==> config.mk <==
export PLATFORM = sky130hd
export DESIGN_NAME = fetch_stage
export DESIGN_NICKNAME = d
export VERILOG_FILES = /design/src/rtl/fetch_stage.sv
export SDC_FILE = /design/constraint.sdc
export NUM_CORES = 1
export LEC_CHECK = 0
export CAP_MARGIN = 30
export CORE_UTILIZATION = 40
export DETAILED_ROUTE_END_ITERATION = 10
export PLACE_DENSITY_LB_ADDON = 0.2
export SYNTH_ARGS = -nofsm -noshare
export SYNTH_HDL_FRONTEND = slang
export SYNTH_SLANG_ARGS = --single-unit
==> constraint.sdc <==
create_clock -name clk -period 2.91 [get_ports clk]
set_input_delay 0.291 -clock clk [delete_from_list [all_inputs] [get_ports clk]]
set_output_delay 0.291 -clock clk [all_outputs]
set_load 0.02 [all_outputs]
==> src/rtl/fetch_stage.sv <==
// Instruction-fetch stage plus IF/ID pipeline register for the rv32i pipeline.
// Latency: inst_resp in cycle N is visible on if_id_* in cycle N+1 (stall low); 1 instr/cycle with zero-wait memory.
// Backpressure: stall holds if_id_*; a word returned under stall is parked in a one-entry buffer (HOLD) and fetch pauses.
// Ports: clk/rst (sync, active-high); stall, redirect/redirect_pc from downstream;
//        inst_read/inst_addr/inst_resp/inst_rdata to the I-cache; if_id_valid/pc/instr to decode;
//        fetch_busy is high while draining a stale request or holding a parked word.
module fetch_stage #(
    parameter logic [31:0] RESET_PC  = 32'h0000_0060,
    parameter logic [31:0] NOP_INSTR = 32'h0000_0013
) (
    input  logic        clk,
    input  logic        rst,
    input  logic        stall,
    input  logic        redirect,
    input  logic [31:0] redirect_pc,
    output logic        inst_read,
    output logic [31:0] inst_addr,
    input  logic        inst_resp,
    input  logic [31:0] inst_rdata,
    output logic        if_id_valid,
    output logic [31:0] if_id_pc,
    output logic [31:0] if_id_instr,
    output logic        fetch_busy
);

    typedef enum logic [1:0] {
        S_FETCH = 2'd0,
        S_DRAIN = 2'd1,
        S_HOLD  = 2'd2
    } state_t;

    state_t      state, state_nxt;
    logic [31:0] pc, pc_nxt;
    logic [31:0] drain_addr, drain_addr_nxt;
    logic [31:0] buf_pc, buf_pc_nxt;
    logic [31:0] buf_instr, buf_instr_nxt;

    // IF/ID update request for this cycle; redirect overrides both in the register.
    logic        if_load;
    logic        if_bubble;
    logic [31:0] if_load_pc;
    logic [31:0] if_load_instr;

    logic [31:0] redirect_tgt;
    logic        redirect_pc_unused;

    // Targets are always word aligned; the low bits are ignored.
    assign redirect_tgt       = {redirect_pc[31:2], 2'b00};
    assign redirect_pc_unused = ^redirect_pc[1:0];

    assign fetch_busy = (state != S_FETCH);

    always_comb begin
        state_nxt      = state;
        pc_nxt         = pc;
        drain_addr_nxt = drain_addr;
        buf_pc_nxt     = buf_pc;
        buf_instr_nxt  = buf_instr;
        if_load        = 1'b0;
        if_bubble      = 1'b0;
        if_load_pc     = buf_pc;
        if_load_instr  = buf_instr;
        inst_read      = 1'b0;
        inst_addr      = pc;

        case (state)
            S_FETCH: begin
                inst_read = 1'b1;
                if (redirect) begin
                    pc_nxt = redirect_tgt;
                    // Request still outstanding: keep the old address on the bus
                    // until the memory answers, then throw the answer away.
                    if (!inst_resp) begin
                        drain_addr_nxt = pc;
                        state_nxt      = S_DRAIN;
                    end
                end else if (inst_resp) begin
                    pc_nxt = pc + 32'd4;
                    if (stall) begin
                        buf_pc_nxt    = pc;
                        buf_instr_nxt = inst_rdata;
                        state_nxt     = S_HOLD;
                    end else begin
                        if_load       = 1'b1;
                        if_load_pc    = pc;
                        if_load_instr = inst_rdata;
                    end
                end else if (!stall) begin
                    if_bubble = 1'b1;
                end
            end
            S_DRAIN: begin
                inst_read = 1'b1;
                inst_addr = drain_addr;
                if (redirect) pc_nxt = redirect_tgt;
                if (inst_resp) state_nxt = S_FETCH;
                if (!stall) if_bubble = 1'b1;
            end
            S_HOLD: begin
                if (redirect) begin
                    pc_nxt    = redirect_tgt;
                    state_nxt = S_FETCH;
                end else if (!stall) begin
                    if_load   = 1'b1;
                    state_nxt = S_FETCH;
                end
            end
            default: state_nxt = S_FETCH;
        endcase

        // A request in flight during reset is abandoned immediately.
        if (rst) inst_read = 1'b0;
    end

    always_ff @(posedge clk) begin
        if (rst) begin
            state       <= S_FETCH;
            pc          <= {RESET_PC[31:2], 2'b00};
            drain_addr  <= 32'd0;
            buf_pc      <= 32'd0;
            buf_instr   <= 32'd0;
            if_id_valid <= 1'b0;
            if_id_pc    <= 32'd0;
            if_id_instr <= NOP_INSTR;
        end else begin
            state      <= state_nxt;
            pc         <= pc_nxt;
            drain_addr <= drain_addr_nxt;
            buf_pc     <= buf_pc_nxt;
            buf_instr  <= buf_instr_nxt;
            // if_load/if_bubble are only raised with stall low, so a stall
            // leaves the register untouched unless a redirect flushes it.
            if (redirect) begin
                if_id_valid <= 1'b0;
                if_id_instr <= NOP_INSTR;
            end else if (if_load) begin
                if_id_valid <= 1'b1;
                if_id_pc    <= if_load_pc;
                if_id_instr <= if_load_instr;
            end else if (if_bubble) begin
                if_id_valid <= 1'b0;
                if_id_instr <= NOP_INSTR;
            end
        end
    end

endmodule

==> metrics.txt <==
outcome=finished clean; Yosys cell types=60; post-CTS setup buffer count=0; post-cts sizing count=0; setup violators final=0; Pwr Density=slightly above 600 nW/um2; CTS HTree Levels=4; vias in the first global route=7313; post-DP HPWL=16.28 mm; number of port buffers=~160; Cell Area, Placed=between 10000 and 15000 um2; Final Hold Vio Count=0; FF+latch count, synth=approximately 190; Post-Synth Simple-Gate Area=21.69%; Worst slew margin=between 50% and 60%; area of the multi-input gates=roughly 4200 um2; compound-cell area share of the yosys netlist=between 20 and 25%; final core utilization=53.10%; Yosys warnings=0; antenna cells=0; EDFF count, synth=0; Max Freq=roughly 360 MHz; Crit path required time=between 2 and 3 ns; # rows=52; CTS clk-pin slew, worst paths=0.07 ns; CTS Buf Count=17; Detailed Route WL=24.77 mm; clk_lat worst skew=about 0.43 ns; Initial DRC Count=roughly 640; Avg Synthesized Cell Area=between 7 and 8 um2; Layout Cells excl Fill=about 1500; Startpoint Class=register; antenna viol nets, final=0; first-pass GRT wire length=a little under 40 mm; initial core utilization=~41%; post-synthesis adder-cell area fraction=less than 1%; placed cells=1424; full die area=between 20000 and 25000 um2; Tightest Pin Transition=~0.67 ns; final period utilization=between 90 and 100%; Mapped Area=8467 um2; Main synth FF type=dfxtp_1; Remaining DRCs=0; Final Max Tran Viols=0; register area share after synthesis=44.21%; Overall Global Routing Usage=a little under a quarter; Crit Path Category=register to output port; Clock Skew=between 0.009 and 0.01 ns; Via density=5.431; antenna violations before repair=0; Core ar.=between 20000 and 25000 um2; worst hold path type=input pin to register; Die H=between 100 and 150 um; largest net degree at the start of global routing=52; Max Root-Sink Buffers=2; Mapped Cells=around 1100; Synth Area in XOR/XNOR=0%; Chip Width=approximately 150 um; Clock Sinks=around 190; crit path max fanout=29; register area=3744 um2; Final Cell Area=~11000 um2; Via Count=slightly below 8000; Final #Nets=approximately 1200; setup tns final=0 ns; layout cell share with drive strength beyond 1=roughly 9.9%; worst path arrival time=~2.5 ns; ys async rst share=0%; Max-cap violations=0; hold buffer count at CTS=0; drt wl/cell=~17 um; RSZ-0062 raised after global routing=false; multiplexer share of the synthesized area=under 10%; Routability Congestion=0.8250; hold slack final=~0.24 ns; fillers=1991; Pre-Repair DR Iteration Count=6; Critical Path End Type=output port; leakage=between 0.003 and 0.004 uW; minimum clock period=2.762 ns; P&R area growth vs syn=28.54%; CTS Root Cell=clkbuf_16; TritonCTS clock tree=yes; peak supply drop=0.4614 mV; GRT overflow=0; largest family of logic cells by synthesized area=compound AO/OA/AOI/OAI gates; # IOs=168
## report_power, final
part           internal (uW)  leakage (uW)  switching [uW]
registers               2690       0.00152             178
logic                    568       0.00182             825
clock network           1410      0.000297            1040
## final cells by class
type | count | area share [%]
clock buffers | 20 | 4.196
clock inverters | 12 | 1.495
inverters | 10 | 0.3449
multi-input cells | 763 | 38.83
flip-flops and latches | 187 | 34.40
well taps | 270 | 3.104
repair buffers | 194 | 17.64
## synthesized netlist by cell type (3+ instances only)
| cell type | n | area, um2 |
|---|---|---|
| nand2_1 | 278 | 1044 |
| dfxtp_1 | 187 | 3744 |
| a21oi_1 | 180 | 900.9 |
| clkbuf_1 | 69 | 259.0 |
| o221ai_1 | 59 | 516.8 |
| nor2_1 | 48 | 180.2 |
| buf_2 | 28 | 140.1 |
| mux2_2 | 25 | 281.5 |
| o21ai_0 | 22 | 110.1 |
| nand3_1 | 13 | 65.06 |
| a211oi_1 | 10 | 75.07 |
| inv_1 | 10 | 37.54 |
| nor3_1 | 10 | 50.05 |
| mux2i_1 | 7 | 70.07 |
| nand4_1 | 7 | 43.79 |
| a22oi_1 | 6 | 45.04 |
| nor2b_1 | 6 | 37.54 |
| o22ai_1 | 6 | 37.54 |
| and3_1 | 5 | 31.28 |
| buf_4 | 5 | 37.54 |
| nor4_1 | 5 | 31.28 |
| or3_1 | 5 | 31.28 |
| a31oi_1 | 4 | 25.02 |
| ha_1 | 4 | 50.05 |
| or2_2 | 4 | 25.02 |
| a311oi_1 | 3 | 26.28 |
| and2_1 | 3 | 18.77 |
| clkbuf_8 | 3 | 41.29 |
| nor3b_1 | 3 | 22.52 |
| o21ai_1 | 3 | 15.01 |
| o21bai_1 | 3 | 22.52 |
| o31ai_1 | 3 | 22.52 |
## per-stage QoR
| stage | setup slack [ns] | total power [uW] |
|---|---|---|
| floorplan | 0.9360 | 3739 |
| global placement | 0.5927 | 4301 |
| detailed placement | 0.5620 | 4311 |
| CTS | 0.1220 | 6744 |
| global route | 0.01857 | 7004 |
| finish | 0.1481 | 6706 |
## cell usage in the layout (no fill, tap or decap), types with 3 or more instances in the layout
| master | n |
|---|---|
| a22oi_1 | 6 |
| nor3_1 | 10 |
| buf_12 | 5 |
| nand3_1 | 13 |
| nor2b_1 | 6 |
| and3_1 | 5 |
| ha_1 | 4 |
| clkdlybuf4s50_1 | 160 |
| a311oi_1 | 3 |
| bufinv_16 | 3 |
| buf_4 | 29 |
| clkinv_4 | 4 |
| o221ai_1 | 59 |
| clkbuf_16 | 17 |
| o21ai_0 | 22 |
| nand2_1 | 276 |
| nor3b_1 | 3 |
| mux2_2 | 25 |
| o22ai_1 | 6 |
| o31ai_1 | 3 |
| a21oi_1 | 180 |
| inv_1 | 10 |
| a31oi_1 | 4 |
| nand4_1 | 7 |
| mux2i_1 | 7 |
| nor4_1 | 5 |
| or3_1 | 5 |
| nor2_1 | 46 |
| a211oi_1 | 10 |
| or2_2 | 4 |
| conb_1 | 4 |
| dfxtp_1 | 187 |
## worst paths after layout
path                                      to        start  cells past startpoint  slack, ns
worst max register to register  if_id_pc[16]     state[0]                      7       0.62
worst max-delay path            inst_addr[4]     state[1]                      5       0.15
worst min-delay path                  pc[20]          rst                      2       0.24
worst min register to register   if_id_pc[7]  if_id_pc[7]                      2       0.45
## kinds of logic (layout without fill, tap and decap cells)
group / Yosys count / in the layout
AOI/OAI and AO/OA: 313 / 313
adders and majority gates: 4 / 4
buffers and inverters: 118 / 236
DFF: 187 / 187
muxes: 34 / 34
other: 1 / 4
and+or+nand+nor: 408 / 408
## state kept, by name (all words and copies together) (netlist names)
register	flops
if_id_instr	32
state	2
if_id_pc	30
buf_instr	32
if_id_valid	1
drain_addr	30
pc	30
buf_pc	30
## metal layers
metal,track usage (%),part of all wire [%],wire length (um),vias to the layer above
li1,-,-,-,3937
met1,31.96,47,11550,3702
met2,36.79,47,11640,245
met3,3.827,5.0,1243,23
met4,6.237,1.3,331,0
met5,0,0,0,-
## worst max-delay path, cell delays in order (launching register included)
cell and delay (ns):
dfxtp_1 0.31, inv_1 0.09, ha_1 0.28, buf_4 0.41, mux2_2 0.40, clkdlybuf4s50_1 0.54
(Power assumes the default switching activity.)
